`src/rtl/sipo_capture_controller_pkg.sv`:
```
// Shared definitions for the serial-in/parallel-out capture controller:
// state encoding, default word width and a counter-width helper.
package sipo_capture_controller_pkg;

  localparam int unsigned SIPO_WIDTH_DEFAULT = 32'd4;

  typedef enum logic [1:0] {
    ST_IDLE  = 2'd0,
    ST_SHIFT = 2'd1,
    ST_DONE  = 2'd2
  } state_t;

  // Bit counter width; a 1-bit counter is kept for degenerate widths.
  function automatic int unsigned cnt_width(input int unsigned w);
    if (w > 32'd1) begin
      return $clog2(w);
    end else begin
      return 32'd1;
    end
  endfunction

endpackage

```
`src/rtl/sipo_shift_chain.sv`:
```
// Enable-gated shift chain. New bits enter at the MSB and the chain moves
// toward bit 0, so after WIDTH enabled clocks the first bit sits in q[0].
module sipo_shift_chain
  import sipo_capture_controller_pkg::*;
#(
  parameter int unsigned WIDTH = SIPO_WIDTH_DEFAULT
) (
  input  logic             clk,
  input  logic             rst,
  input  logic             en,
  input  logic             b,
  output logic [WIDTH-1:0] q
);

  logic [WIDTH-1:0] chain_r;

  // Shift register: clear on reset, shift b in at the MSB when enabled.
  always_ff @(posedge clk) begin
    if (rst) begin
      chain_r <= {WIDTH{1'b0}};
    end else if (en) begin
      chain_r <= {b, chain_r[WIDTH-1:1]};
    end else begin
      chain_r <= chain_r;
    end
  end

  assign q = chain_r;

endmodule

```
`src/rtl/sipo_capture_controller.sv`:
```
// Capture controller: a start strobe opens a frame, the shift chain is
// enabled for exactly WIDTH clocks, then the word moves into a holding
// register presented with a valid/ready handshake. A completed word that
// finds the holding register still full is dropped and flagged as overrun.
module sipo_capture_controller
  import sipo_capture_controller_pkg::*;
#(
  parameter int unsigned WIDTH = SIPO_WIDTH_DEFAULT
) (
  input  logic             clk,
  input  logic             rst,
  input  logic             start,
  input  logic             b,
  output logic             busy,
  output logic             out_valid,
  input  logic             out_ready,
  output logic [WIDTH-1:0] q,
  output logic             overrun,
  input  logic             clr_overrun
);

  localparam int unsigned CW = cnt_width(WIDTH);
  localparam logic [CW-1:0] CNT_LAST = CW'(WIDTH - 32'd1);
  localparam logic [CW-1:0] CNT_ONE  = CW'(32'd1);
  localparam logic [CW-1:0] CNT_ZERO = CW'(32'd0);

  state_t           state_r, state_nxt_s;
  logic [CW-1:0]    cnt_r, cnt_nxt_s;
  logic [WIDTH-1:0] hold_r, hold_nxt_s;
  logic             valid_r, valid_nxt_s;
  logic             ovr_r, ovr_nxt_s;
  logic             busy_r;
  logic             shift_en_s;
  logic [WIDTH-1:0] chain_s;

  assign shift_en_s = (state_r == ST_SHIFT);

  sipo_shift_chain #(
    .WIDTH (WIDTH)
  ) u_chain (
    .clk (clk),
    .rst (rst),
    .en  (shift_en_s),
    .b   (b),
    .q   (chain_s)
  );

  // State and datapath registers; busy is registered from the next state.
  always_ff @(posedge clk) begin
    if (rst) begin
      state_r <= ST_IDLE;
      cnt_r   <= CNT_ZERO;
      hold_r  <= {WIDTH{1'b0}};
      valid_r <= 1'b0;
      ovr_r   <= 1'b0;
      busy_r  <= 1'b0;
    end else begin
      state_r <= state_nxt_s;
      cnt_r   <= cnt_nxt_s;
      hold_r  <= hold_nxt_s;
      valid_r <= valid_nxt_s;
      ovr_r   <= ovr_nxt_s;
      busy_r  <= (state_nxt_s != ST_IDLE);
    end
  end

  // Next-state, counter, handshake and overrun logic.
  always_comb begin
    state_nxt_s = state_r;
    cnt_nxt_s   = cnt_r;
    hold_nxt_s  = hold_r;
    valid_nxt_s = valid_r;
    ovr_nxt_s   = ovr_r;

    // Consumer takes the held word; a DONE transfer below may re-assert valid.
    if (valid_r && out_ready) begin
      valid_nxt_s = 1'b0;
    end else begin
      valid_nxt_s = valid_r;
    end

    // Clear is applied first so that a same-edge overrun set wins.
    if (clr_overrun) begin
      ovr_nxt_s = 1'b0;
    end else begin
      ovr_nxt_s = ovr_r;
    end

    case (state_r)
      ST_IDLE: begin
        if (start) begin
          state_nxt_s = ST_SHIFT;
          cnt_nxt_s   = CNT_ZERO;
        end else begin
          state_nxt_s = ST_IDLE;
          cnt_nxt_s   = cnt_r;
        end
      end
      ST_SHIFT: begin
        if (cnt_r == CNT_LAST) begin
          state_nxt_s = ST_DONE;
          cnt_nxt_s   = CNT_ZERO;
        end else begin
          state_nxt_s = ST_SHIFT;
          cnt_nxt_s   = cnt_r + CNT_ONE;
        end
      end
      ST_DONE: begin
        if (!valid_r || out_ready) begin
          hold_nxt_s  = chain_s;
          valid_nxt_s = 1'b1;
        end else begin
          ovr_nxt_s   = 1'b1;
        end
        cnt_nxt_s = CNT_ZERO;
        if (start) begin
          state_nxt_s = ST_SHIFT;
        end else begin
          state_nxt_s = ST_IDLE;
        end
      end
      default: begin
        state_nxt_s = ST_IDLE;
        cnt_nxt_s   = CNT_ZERO;
      end
    endcase
  end

  assign busy      = busy_r;
  assign out_valid = valid_r;
  assign q         = hold_r;
  assign overrun   = ovr_r;

endmodule

```
`config.mk`:
```
export PLATFORM = sky130hd
export DESIGN_NAME = sipo_capture_controller
export DESIGN_NICKNAME = d
export VERILOG_FILES = /design/src/rtl/sipo_capture_controller_pkg.sv /design/src/rtl/sipo_shift_chain.sv /design/src/rtl/sipo_capture_controller.sv
export SDC_FILE = /design/constraint.sdc
export NUM_CORES = 1
export LEC_CHECK = 0
export BUFFER_PORTS_ARGS = -buffer_cell sky130_fd_sc_hd__buf_2
export CELL_PAD_IN_SITES_DETAIL_PLACEMENT = 2
export CELL_PAD_IN_SITES_GLOBAL_PLACEMENT = 2
export CORE_AREA = 2 2 46 48
export DETAILED_ROUTE_END_ITERATION = 7
export DIE_AREA = 0 0 48 50
export PLACE_DENSITY = 0.82
export RECOVER_POWER = 100
export SETUP_SLACK_MARGIN = 0.5
export SLEW_MARGIN = 20
export SYNTH_ARGS = -nofsm -noshare
export SYNTH_HDL_FRONTEND = slang
export SYNTH_HIERARCHICAL = 1
export SYNTH_SLANG_ARGS = --single-unit
```
`constraint.sdc`:
```
create_clock -name clk -period 3.15 [get_ports clk]
set_input_delay 0.315 -clock clk [delete_from_list [all_inputs] [get_ports clk]]
set_output_delay 0.315 -clock clk [all_outputs]
set_load 0.01 [all_outputs]
```
==> results of run 1 <==
[sequential cells by signal, summed over array words and instances, names as in the netlist]
name       count
q              4
u_chain/q      4
cnt_r          2
state_r        2
busy           1
out_valid      1
overrun        1
[per-layer routing]
layer	vias up	routed length (µm)	GRT usage [%]
li1	222	-	-
met1	207	546	15.2
met2	13	625	22.7
met3	5	46	2.20
met4	0	49	10.8
met5	-	0	0
[cells by family after synthesis]
family	after synthesis	share of synthesized area, %
adder cells (fa/ha/maj)	1	2.06
AO/OA/AOI/OAI	6	5.98
buffers and inverters	5	4.54
multiplexers	8	13.2
AND/OR/NAND/NOR	25	24.7
flip-flops	15	49.5
[area by class of cell]
type                       count  area, µm²
fill                         223       1210
sequential                    15        300
inverter                       2       7.51
multi-input combinational     40        269
timing repair buffer          12       51.3
clock buffer                   4       26.3
tap                           27       33.8
[worst paths after layout]
| check | startpoint | to | slack (ns) | cells after the start |
|---|---|---|---|---|
| max | state_r[0] | q[0] | 1.87 | 3 |
| max reg2reg | state_r[0] | q[0] | 1.87 | 3 |
| min reg2reg | q[3] | q[3] | 0.48 | 2 |
| min | b | u_chain/q[3] | 0.28 | 3 |
[worst max-delay path, stage by stage, from the launching register on]
cell      delay [ns]
dfxtp_1         0.37
nand2b_1        0.20
nor2b_1         0.39
mux2i_1         0.25
[power groups by stage]
stage	clock [W]	combinational (W)	sequential (W)
final	0.000108	0.0000242	0.000198
after global routing	0.000125	0.0000285	0.000200
after CTS	0.000114	0.0000256	0.000199
after detailed placement	0	0.0000252	0.000203
after global placement	0	0.0000245	0.000202
after floorplan	0	0.0000175	0.000202
[synth_stat cells]
master / n
a21oi_1: 4
nor2_1: 7
dfxtp_1: 15
buf_6: 1
ha_1: 1
nand2b_1: 11
inv_1: 2
nand2b_4: 1
nor3_1: 2
clkbuf_1: 1
a2bb2oi_1: 1
clkbuf_2: 1
nor2b_2: 1
o21a_1: 1
mux2i_1: 8
nor3b_1: 3
[metrics by stage]
step	std cells	utilization, %	worst slack [ns]	instance area (µm²)
5_1_grt	100	36.2	1.74	688
3_3_place_gp	96	35.8	2.03	681
2_1_floorplan	60	-	2.09	607
6_report	100	36.2	1.87	688
4_1_cts	100	37.2	1.94	707
3_5_place_dp	96	35.8	1.99	681
==> impl_metrics.ini, run 1 <==
[run_status]
status = finished, final reports clean

[yosys]
syn-mean-instance-area_um2 = 10.1
synth_nets = 67
ys_seq_area_share_pct = 49.5
netlist_area_um2 = 607
synthTopCellsByArea = dfxtp_1 49%, mux2i_1 13%, nand2b_1 11%
ys_types = 16
yosysTopAreaCell = dfxtp_1
synth_top_area_share_pct = 49.5
ys_ff_latch = 15
synth_warnings = 6
synthCells = 60

[die]
die_w_um = 48
die_h_um = 50
design.core.area_um2 = 1900
rows = 16
dieArea_um2 = 2400
io-pin-count = 13
initial_core_util_pct = 31.9

[clock_tree]
clk-insertion-delay-late_ns = 0.28
root_buffer = clkbuf_4
cts_setup_buffers = 0
ctsHoldBuffers = 0
numClockSinks = 15
ctsResizeCount = 0
cts_tree = built
cts_buffers = 3
path_clk_slew_ns = 0.08
htreeDepth = 1
clock_path_buffers = 2

[critical_path]
endpoint_kind = flip-flop
cp.required_ns = 3.36
crit_arrival_ns = 1.49
critPathLaunchType = flip-flop
path_max_fanout = 7
worstSetupPathType = reg2reg

[job]
cap_violations = 0

[timing]
maxSlewViolCount = 0
setup_tns_ns = 0
fin_crit_ns = 1.28
whs_ns = 0.282
clock.fmax_ghz = 0.779
skew_ns = 0.00229
tightest_slew_ns = 0.448
hold_violations = 0
slew_headroom_pct = 70.1
fin_crit_sh_pct = 40.7
setup_viol = 0
rsz0062_at_grt = no

[drt]
routed_wl_um = 1270
drc = 0
initialDrtViolationCount = 0
vias = 447
first_pass_iters = 1
vias_per_cell = 4.47
wire_per_inst_um = 12.7
ant_nets = 0

[power]
p_per_area_nw_per_um2 = 481
switching_power_w = 0.0000759
clock_power_share_pct = 32.7
power_w = 0.000331
ir_worst_vdd_v = 0.000165
comb_power_share_pct = 7.3
internal-power_w = 0.000255
pwr-share-seq_pct = 59.9
p_leak_nw = 0.256
swShare_pct = 22.9

[global_route]
grt_pass1_wl_um = 2240
grt_overflow = 0
antenna_found_initial = 0
grt_pass1_vias = 493
grt_usage_pct = 14.0
grt_start_max_net_pins = 20

[placed_design]
dp_hpwl_um = 946
port_buffers = 12
gp_congestion = 0.685

[final_layout]
num-nets-final = 81
final_common_cell = dfxtp_1
mostFrequentLayoutCells = 15 x dfxtp_1, 12 x nand2b_1, 8 x mux2i_1, 8 x clkbuf_1, 7 x nor2_1
area_growth_pct = 13.4
drive_above_1_share_pct = 11.0
diodes = 0

[hold_path]
hold_class = in2reg
Note: power is estimated with default switching activity, not from simulation.
==> inputs of run 2 (changes only) <==
CORE_AREA = 2 2 48 50   (was 2 2 46 48)
DIE_AREA = 0 0 50 52   (was 0 0 48 50)
PLACE_DENSITY = 0.76   (was 0.82)
clock period = 1.25 ns   (was 3.15 ns; I/O delays follow)
==> impl_metrics.ini, run 2 (synthesis results as in run 1) <==
[clock_tree]
clock_path_buffers = 2
numClockSinks = 15
root_buffer = clkbuf_4
ctsHoldBuffers = 0
clk-insertion-delay-late_ns = 0.29
cts_buffers = 3
path_clk_slew_ns = 0.09
htreeDepth = 1
cts_tree = built

[drt]
ant_nets = 0
vias = 487
vias_per_cell = 4.43
first_pass_iters = 2
wire_per_inst_um = 12.9
routed_wl_um = 1420
drc = 0
initialDrtViolationCount = 3

[placed_design]
gp_congestion = 0.716
dp_hpwl_um = 845
port_buffers = 12

[timing]
setup_viol = 0
setup_tns_ns = 0
rsz0062_at_grt = yes
whs_ns = 0.0649
skew_ns = 0.00666
hold_violations = 0
fin_crit_ns = 1.07
slew_headroom_pct = 77.7
tightest_slew_ns = 0.335
maxSlewViolCount = 0
clock.fmax_ghz = 0.935
fin_crit_sh_pct = 85.5

[global_route]
antenna_found_initial = 0
grt_usage_pct = 11.8
grt_overflow = 0
grt_pass1_wl_um = 2250
grt_start_max_net_pins = 20
grt_pass1_vias = 530

[final_layout]
diodes = 0
area_growth_pct = 43.1
mostFrequentLayoutCells = 13 x dfxtp_1, 11 x nand2b_1, 8 x mux2i_1
fin_util_pct = 41.2
drive_above_1_share_pct = 43.9
num-nets-final = 90
final_common_cell = dfxtp_1
fill_cells = 222

[power]
power_w = 0.000881
p_per_area_nw_per_um2 = 1010
p_leak_nw = 0.348
ir_worst_vdd_v = 0.000655

[die]
die_h_um = 52
design.core.area_um2 = 2110
dieArea_um2 = 2600
io-pin-count = 13
initial_core_util_pct = 28.8
rows = 17
die_w_um = 50

[hold_path]
hold_class = in2reg

[job]
cap_violations = 0

[critical_path]
cp.required_ns = 1.48
crit_arrival_ns = 1.30
worstSetupPathType = reg2reg
path_max_fanout = 7
critPathLaunchType = flip-flop
endpoint_kind = flip-flop

[run_status]
status = finished, final reports clean
run 2: final timing paths:
check	from	to	slack, ns	cells after the start
max	state_r[0]	q[3]	0.18	3
min	b	u_chain/q[3]	0.06	3
max reg2reg	state_r[0]	q[3]	0.18	3
min reg2reg	u_chain/q[0]	q[0]	0.49	2
run 2: timing repair:
| action | CTS | global route |
|---|---|---|
| gates resized for setup | 15 | 8 |
| pin swaps | 3 | 1 |
| setup buffers | 5 | 4 |
| endpoints found under the setup margin | 21 | 22 |
run 2: critical path, cell delays in order, from the launching register on:
cell	delay (ns)
dfxtp_4	0.37
nand2b_1	0.20
nor2b_4	0.21
mux2i_1	0.21
run 2: stage by stage:
step	setup slack, ns	area (µm²)	std cells
final	0.181	868	110
after global routing	0.0968	868	110
after CTS	0.250	850	106
after detailed placement	0.197	726	97
after global placement	0.208	726	97
after floorplan	0.290	659	60
run 2: power by group:
| group | leakage [nW] | switching, W | internal (W) | total (W) |
|---|---|---|---|---|
| clock | 0.0177 | 0.000166 | 0.000119 | 0.000285 |
| combinational | 0.208 | 0.0000444 | 0.0000507 | 0.0000951 |
| sequential | 0.123 | 0.0000106 | 0.000490 | 0.000501 |
run 2: cell type report:
cell class | instances | area, µm² | area share [%]
Clock buffer | 3 | 22.5 | 2.59
Clock inverter | 1 | 5.00 | 0.576
Inverter | 2 | 10.0 | 1.15
Multi-Input combinational cell | 40 | 327 | 37.6
Sequential cell | 15 | 305 | 35.2
Tap cell | 28 | 35.0 | 4.03
Timing Repair Buffer | 21 | 164 | 18.9
run 2: routing by layer:
| metal | GRT usage [%] | part of all wire, % |
|---|---|---|
| met1 | 13.0 | 42 |
| met2 | 20.6 | 53 |
| met3 | 2.59 | 2.3 |
| met4 | 6.94 | 2.0 |
| met5 | 0 | 0 |
